### config.mk
export PLATFORM = sky130hd
export DESIGN_NAME = rv_alu_mdu_flat
export DESIGN_NICKNAME = d
export VERILOG_FILES = /design/src/rtl/rv_alu_mdu_if.sv /design/src/rtl/rv_alu_mdu.sv /design/src/flat_wrapper.sv
export SDC_FILE = /design/constraint.sdc
export NUM_CORES = 1
export LEC_CHECK = 0
export ABC_AREA = 1
export CORE_MARGIN = 8
export CORE_UTILIZATION = 25
export DETAILED_ROUTE_END_ITERATION = 16
export PLACE_DENSITY = 0.4
export SYNTH_ARGS = -nofsm -noshare
export SYNTH_HDL_FRONTEND = slang
export SYNTH_SLANG_ARGS = --single-unit
### constraint.sdc
create_clock -name clk_i -period 8.8 [get_ports clk_i]
set_clock_uncertainty 0.1 [all_clocks]
set_input_delay 1.76 -clock clk_i [delete_from_list [all_inputs] [get_ports clk_i]]
set_output_delay 1.76 -clock clk_i [all_outputs]
set_load 0.01 [all_outputs]
### src/rtl/rv_alu_mdu_if.sv
// Issue/writeback handshake bundle for the EX-stage ALU/MDU.
// Latency: none (wires only).
// Backpressure: valid/ready on both sides; kill_i flushes whatever is in flight.
interface rv_alu_mdu_if #(
  parameter int XLEN = 32
);
  logic            kill_i;
  logic            valid_i;
  logic            ready_o;
  logic [4:0]      op_i;
  logic [XLEN-1:0] a_i;
  logic [XLEN-1:0] b_i;
  logic            valid_o;
  logic            ready_i;
  logic [XLEN-1:0] result_o;
  logic            illegal_o;

  // pipeline side: issues ops and consumes results
  modport master (
    output kill_i, valid_i, op_i, a_i, b_i, ready_i,
    input  ready_o, valid_o, result_o, illegal_o
  );

  // execute unit side
  modport slave (
    input  kill_i, valid_i, op_i, a_i, b_i, ready_i,
    output ready_o, valid_o, result_o, illegal_o
  );
endinterface

### src/rtl/rv_alu_mdu.sv
// RV base ALU plus RV-M multiply/divide execute unit (radix-2 iterative MDU).
// Latency: base/illegal/div-special 1 cycle; MUL*/DIV*/REM* XLEN+1 cycles after accept.
// Backpressure: result held in DONE until ready_i; ready_o low while iterating or held.
module rv_alu_mdu #(
  parameter int XLEN = 32,
  localparam int SHW = $clog2(XLEN)
) (
  input  logic         clk_i,
  input  logic         rst_i,
  rv_alu_mdu_if.slave  bus
);

  localparam logic [4:0] OP_SUB  = 5'b00000;
  localparam logic [4:0] OP_ADD  = 5'b00001;
  localparam logic [4:0] OP_SLL  = 5'b00010;
  localparam logic [4:0] OP_SLT  = 5'b00011;
  localparam logic [4:0] OP_SLTU = 5'b00100;
  localparam logic [4:0] OP_XOR  = 5'b00101;
  localparam logic [4:0] OP_SRA  = 5'b00110;
  localparam logic [4:0] OP_SRL  = 5'b00111;
  localparam logic [4:0] OP_OR   = 5'b01000;
  localparam logic [4:0] OP_AND  = 5'b01001;

  localparam logic [XLEN-1:0] INT_MIN = {1'b1, {(XLEN-1){1'b0}}};

  typedef enum logic [1:0] {S_IDLE, S_MUL, S_DIV, S_DONE} state_e;

  state_e            state;
  logic [2*XLEN-1:0] acc_q;    // MUL: {partial product, multiplier}; DIV: {remainder, quotient}
  logic [XLEN-1:0]   opnd_q;   // MUL: |multiplicand|; DIV: |divisor|
  logic [SHW-1:0]    cnt_q;
  logic [1:0]        sel_q;    // low op bits pick the result flavour at the end
  logic              neg_q;    // product / quotient sign
  logic              rneg_q;   // remainder sign (follows the dividend)

  logic              accept;
  logic [SHW-1:0]    shamt;
  logic [XLEN-1:0]   alu_res;
  logic              is_base, is_mul, is_div;
  logic              a_sgn, b_sgn;
  logic [XLEN-1:0]   a_mag, b_mag;
  logic              div_zero, div_ovf;
  logic [XLEN-1:0]   div_spec;

  logic [XLEN:0]     mul_sum;
  logic [2*XLEN-1:0] mul_nxt, mul_fix;
  logic [XLEN-1:0]   mul_res;
  logic [XLEN:0]     div_t;
  logic [2*XLEN-1:0] div_nxt;
  logic [XLEN-1:0]   quot, remd, div_res;

  // a kill cycle never accepts, even if the unit is otherwise free
  assign bus.ready_o = !bus.kill_i &&
                       ((state == S_IDLE) || ((state == S_DONE) && bus.ready_i));
  assign accept = bus.valid_i && bus.ready_o;
  assign shamt  = bus.b_i[SHW-1:0];

  // single-cycle base ops, computed straight from the issue operands
  always_comb begin
    alu_res = '0;
    case (bus.op_i)
      OP_SUB:  alu_res = bus.a_i - bus.b_i;
      OP_ADD:  alu_res = bus.a_i + bus.b_i;
      OP_SLL:  alu_res = bus.a_i << shamt;
      OP_SLT:  alu_res = {{(XLEN-1){1'b0}}, ($signed(bus.a_i) < $signed(bus.b_i))};
      OP_SLTU: alu_res = {{(XLEN-1){1'b0}}, (bus.a_i < bus.b_i)};
      OP_XOR:  alu_res = bus.a_i ^ bus.b_i;
      OP_SRA:  alu_res = $unsigned($signed(bus.a_i) >>> shamt);
      OP_SRL:  alu_res = bus.a_i >> shamt;
      OP_OR:   alu_res = bus.a_i | bus.b_i;
      OP_AND:  alu_res = bus.a_i & bus.b_i;
      default: alu_res = '0;
    endcase
  end

  // op classification, operand magnitudes and the no-iteration divide cases
  always_comb begin
    is_base  = (bus.op_i[4:3] == 2'b00) || (bus.op_i == OP_OR) || (bus.op_i == OP_AND);
    is_mul   = (bus.op_i[4:2] == 3'b100);
    is_div   = (bus.op_i[4:2] == 3'b101);
    // MUL/MULH/MULHSU treat a as signed, MUL/MULH treat b as signed; DIV/REM have op[0]=0
    a_sgn    = bus.a_i[XLEN-1] && (is_mul ? (bus.op_i[1:0] != 2'b11) : !bus.op_i[0]);
    b_sgn    = bus.b_i[XLEN-1] && (is_mul ? !bus.op_i[1] : !bus.op_i[0]);
    a_mag    = a_sgn ? -bus.a_i : bus.a_i;
    b_mag    = b_sgn ? -bus.b_i : bus.b_i;
    div_zero = (bus.b_i == '0);
    div_ovf  = !bus.op_i[0] && (bus.a_i == INT_MIN) && (bus.b_i == '1);
    if (div_zero) div_spec = bus.op_i[1] ? bus.a_i : '1;
    else          div_spec = bus.op_i[1] ? '0 : bus.a_i;
  end

  // one shift-add / restoring-subtract step, plus the sign fix for the final step
  always_comb begin
    mul_sum = {1'b0, acc_q[2*XLEN-1:XLEN]} + (acc_q[0] ? {1'b0, opnd_q} : '0);
    mul_nxt = {mul_sum, acc_q[XLEN-1:1]};
    mul_fix = neg_q ? -mul_nxt : mul_nxt;
    mul_res = (sel_q == 2'b00) ? mul_fix[XLEN-1:0] : mul_fix[2*XLEN-1:XLEN];

    // remainder stays below the divisor, so XLEN+1 bits hold the trial difference
    div_t   = {acc_q[2*XLEN-1:XLEN], acc_q[XLEN-1]} - {1'b0, opnd_q};
    div_nxt = div_t[XLEN] ? {acc_q[2*XLEN-2:0], 1'b0}
                          : {div_t[XLEN-1:0], acc_q[XLEN-2:0], 1'b1};
    quot    = div_nxt[XLEN-1:0];
    remd    = div_nxt[2*XLEN-1:XLEN];
    div_res = sel_q[1] ? (rneg_q ? -remd : remd) : (neg_q ? -quot : quot);
  end

  // control FSM with registered result/valid/illegal
  always_ff @(posedge clk_i) begin
    if (rst_i) begin
      state         <= S_IDLE;
      bus.valid_o   <= 1'b0;
      bus.result_o  <= '0;
      bus.illegal_o <= 1'b0;
      acc_q         <= '0;
      opnd_q        <= '0;
      cnt_q         <= '0;
      sel_q         <= '0;
      neg_q         <= 1'b0;
      rneg_q        <= 1'b0;
    end else if (bus.kill_i) begin
      state       <= S_IDLE;
      bus.valid_o <= 1'b0;
    end else if (accept) begin
      sel_q         <= bus.op_i[1:0];
      bus.illegal_o <= 1'b0;
      if (is_base) begin
        bus.result_o <= alu_res;
        bus.valid_o  <= 1'b1;
        state        <= S_DONE;
      end else if (is_mul) begin
        acc_q       <= {{XLEN{1'b0}}, b_mag};
        opnd_q      <= a_mag;
        neg_q       <= a_sgn ^ b_sgn;
        cnt_q       <= SHW'(XLEN-1);
        bus.valid_o <= 1'b0;
        state       <= S_MUL;
      end else if (is_div && (div_zero || div_ovf)) begin
        bus.result_o <= div_spec;
        bus.valid_o  <= 1'b1;
        state        <= S_DONE;
      end else if (is_div) begin
        acc_q       <= {{XLEN{1'b0}}, a_mag};
        opnd_q      <= b_mag;
        neg_q       <= a_sgn ^ b_sgn;
        rneg_q      <= a_sgn;
        cnt_q       <= SHW'(XLEN-1);
        bus.valid_o <= 1'b0;
        state       <= S_DIV;
      end else begin
        bus.result_o  <= '0;
        bus.illegal_o <= 1'b1;
        bus.valid_o   <= 1'b1;
        state         <= S_DONE;
      end
    end else begin
      case (state)
        S_MUL: begin
          acc_q <= mul_nxt;
          cnt_q <= cnt_q - 1'b1;
          if (cnt_q == '0) begin
            bus.result_o <= mul_res;
            bus.valid_o  <= 1'b1;
            state        <= S_DONE;
          end
        end
        S_DIV: begin
          acc_q <= div_nxt;
          cnt_q <= cnt_q - 1'b1;
          if (cnt_q == '0) begin
            bus.result_o <= div_res;
            bus.valid_o  <= 1'b1;
            state        <= S_DONE;
          end
        end
        S_DONE: begin
          if (bus.ready_i) begin
            bus.valid_o <= 1'b0;
            state       <= S_IDLE;
          end
        end
        default: ;
      endcase
    end
  end

endmodule

### src/flat_wrapper.sv
// flat-port wrapper written by rule: the top's interface ports become plain ports
module rv_alu_mdu_flat 
#(
  parameter int XLEN = 32,
  localparam int SHW = $clog2(XLEN)
)
  (clk_i, rst_i, bus_kill_i, bus_valid_i, bus_op_i, bus_a_i, bus_b_i, bus_ready_i, bus_ready_o, bus_valid_o, bus_result_o, bus_illegal_o);
  rv_alu_mdu_if #(.XLEN(XLEN)) bus_i ();
  input  logic clk_i;
  input  logic rst_i;
  input wire logic [$bits(bus_i.kill_i)-1:0] bus_kill_i;
  input wire logic [$bits(bus_i.valid_i)-1:0] bus_valid_i;
  input wire logic [$bits(bus_i.op_i)-1:0] bus_op_i;
  input wire logic [$bits(bus_i.a_i)-1:0] bus_a_i;
  input wire logic [$bits(bus_i.b_i)-1:0] bus_b_i;
  input wire logic [$bits(bus_i.ready_i)-1:0] bus_ready_i;
  output wire logic [$bits(bus_i.ready_o)-1:0] bus_ready_o;
  output wire logic [$bits(bus_i.valid_o)-1:0] bus_valid_o;
  output wire logic [$bits(bus_i.result_o)-1:0] bus_result_o;
  output wire logic [$bits(bus_i.illegal_o)-1:0] bus_illegal_o;
  assign bus_i.kill_i = bus_kill_i;
  assign bus_i.valid_i = bus_valid_i;
  assign bus_i.op_i = bus_op_i;
  assign bus_i.a_i = bus_a_i;
  assign bus_i.b_i = bus_b_i;
  assign bus_i.ready_i = bus_ready_i;
  assign bus_ready_o = bus_i.ready_o;
  assign bus_valid_o = bus_i.valid_o;
  assign bus_result_o = bus_i.result_o;
  assign bus_illegal_o = bus_i.illegal_o;
  rv_alu_mdu #(.XLEN(XLEN)) u_core (.clk_i(clk_i), .rst_i(rst_i), .bus(bus_i));
endmodule
==> run metrics <==
met2 Use GR 46.3%; syn avg cell area 5.48 um^2; Worst Path Required 9.10 ns; largest net degree at the start of global routing 83; Worst R2R End u_core.bus.result_o[16]; worst-margin pin slew 1.14 ns; Worst Path Arrival 6.55 ns; final max-slew violation count 0; initial antenna violation count 5; Die W 341 um; CTS max path bufs 2; hold-fix buffers at CTS 0; Nets 5010; post-synthesis sequential area ratio 10.7%; Hold Startpoint u_core.cnt_q[0]; total gr overflow 0; Core Region 105000 um^2; Post-DP HPWL 135 mm; number of global-route vias before repair 32200; Max-slew headroom 23.5%; Crit Path Max Fanout 37; vias per inst 5.43; H-Tree Depth 4; Max Clock Freq 160 MHz; fin crit period 6.25 ns; initial drt markers 3429; Worst R2R Path Depth 25; Worst Hold End u_core.cnt_q[0]; Total GRT Usage 27.2%; clock sink total 141; Starting Density 25.2%; Post-Syn Instances 4814; post-route setup slack 2.55 ns; Crit Path Class in2reg; Die Y 341 um; RSZ-0062 raised after global routing false; Resized Gates After CTS 0; final WL 166 mm; Clock Latency Late Sink 0.48 ns; Post-CTS Setup Inserts 0; Post-Route Setup TNS 0 ns; Initial DRT Pass Iterations 6; endpoints failing setup 0; Clock Tree Root clkbuf_16; Routed Antenna Nets 0; DP Worst Slack 2.05 ns; most common flop cell mapped by yosys dfxtp_1; hold-critical path depth 1; gp weighted congestion 0.988; status completed; number of port buffers 108; total CTS buffers 17; max-cap viol count 0; CTS tree built; CTS clock-pin slew for the worst setup and hold paths 0.07 ns; pwr/cell area 133 nW/um^2; first-pass GRT wire length 234 mm; Top Usage Layer GRT met2; DRC viols 0; synthesized net count 5066; Max VDD drop 143 uV; GRT met1 Usage 32.8%; worst reg2reg path startpoint u_core.acc_q[31]; Reg2Reg Setup Slack 3.12 ns; Post-synth EDFFs 0; Final Hold Viols 0; Die Area 116000 um^2; Critical Path Start Type input pin; crit share post-route 71.1%; # rows 119; Yosys Warn Count 0; Netlist cell types 70; crit end category flop; post-synthesis async set-or-reset flop share 0%; fraction of layout cells with a size suffix above 1 4.61%; WL per Instance 26.9 um; Yosys reg bits 141; I/O pin count 109; worst hold-check path type reg2reg; DR vias 33500; met3 Use GR 3.01%; static leakage 13.5 nW; area grow syn2layout 11.0%; area of the mapped netlist 26400 um^2
## flip-flops by register name (all words and copies together), names as in the netlist
name / count
u_core.cnt_q: 5
u_core.acc_q: 64
u_core.sel_q: 2
u_core.opnd_q: 32
u_core.neg_q: 1
u_core.rneg_q: 1
u_core.bus.valid_o: 1
u_core.state: 2
u_core.bus.illegal_o: 1
u_core.bus.result_o: 32
## worst max-delay path: stages
cell,delay [ns]
clkdlybuf4s50_1,0.95
nor2_1,0.18
inv_1,0.09
nor3_1,0.07
nand4_1,0.19
nor2_4,0.09
inv_2,0.46
nand2_1,0.17
nand2_2,0.33
inv_2,0.17
o21ai_1,0.18
nand3_2,0.10
inv_2,0.52
nand2_4,0.15
inv_2,0.65
o211ai_1,0.19
a31oi_1,0.20
## layer usage
layer / share of wire, % / routed length [um]
met5: 0 / 0
met3: 5.1 / 8430
met2: 47 / 77900
met4: 7.1 / 11800
met1: 41 / 67600
## Yosys cell counts (31+ instances only)
cell / number / share of area [%]
inv_1: 561 / 8.0
nor3_1: 67 / 1.3
dfxtp_1: 141 / 11
buf_1: 37 / 0.53
a31oi_1: 34 / 0.81
a21oi_1: 412 / 7.8
ha_1: 174 / 8.2
nand4_1: 67 / 1.6
nand2_1: 1285 / 18
o211ai_1: 84 / 2.4
clkbuf_1: 172 / 2.4
nor2_1: 431 / 6.1
o21a_1: 32 / 0.91
o21ai_0: 457 / 8.7
xor2_1: 107 / 3.5
o22ai_1: 31 / 0.73
nand3_1: 287 / 5.4
buf_2: 33 / 0.63
## power breakdown
group / internal, mW / switching [mW] / total, mW
sequential: 0.671 / 0.0449 / 0.716
clock: 0.405 / 0.368 / 0.773
combinational: 0.636 / 1.76 / 2.40
total: 1.71 / 2.18 / 3.89
## through the flow
stage	util, %	power, mW	std cells	hold slack, ns	area [um^2]
final	27.9	3.89	6166	0.378	29300
after CTS	27.9	3.86	6162	0.376	29300
after floorplan	-	2.20	4814	0.322	26400
after global placement	27.3	3.09	6130	0.349	28700
after detailed placement	27.3	3.07	6130	0.360	28700
after global routing	27.9	4.11	6162	0.406	29300
## cells by family (layout without fill, tap and decap cells)
| logic type | after synthesis | after routing | share of synthesized area (%) |
|---|---|---|---|
| compound gates | 1252 | 1252 | 27.5 |
| simple gates | 2256 | 2256 | 35.9 |
| flops | 141 | 141 | 10.7 |
| mux | 12 | 12 | 0.455 |
| other cells | 0 | 4 | 0 |
| buf+inv | 837 | 794 | 12.3 |
| xor+xnor | 129 | 129 | 4.28 |
| fa+ha+maj | 187 | 187 | 8.89 |
## cells in the final DEF, fill, tap and decap left out, types with 32 or more instances in the layout
cell type,count
a21oi_1,412
a31oi_1,34
buf_4,68
clkdlybuf4s50_1,104
dfxtp_1,139
ha_1,173
inv_1,558
nand2_1,1284
nand3_1,286
nand4_1,67
nor2_1,428
nor3_1,66
o211ai_1,84
o21a_1,32
o21ai_0,457
xor2_1,107
## area by class of cell
cell class	count	area [um^2]
Clock inverter	15	171
Fill cell	12300	75700
Inverter	587	2200
Antenna cell	4	10.0
Multi-Input combinational cell	3836	20400
Tap cell	1391	1740
Clock buffer	17	425
Sequential cell	141	2830
Timing Repair Buffer	175	1570
## worst max-delay path by stage
stage	startpoint	to	slack, ns
CTS	bus_b_i[20]	u_core.acc_q[23]	2.57
global placement	bus_b_i[20]	u_core.acc_q[27]	2.02
finish	bus_b_i[13]	u_core.acc_q[27]	2.55
floorplan	bus_b_i[1]	u_core.acc_q[59]	3.59
global route	bus_b_i[3]	u_core.bus.result_o[11]	2.31
detailed placement	bus_b_i[20]	u_core.acc_q[23]	2.05
(Power assumes the default switching activity.)
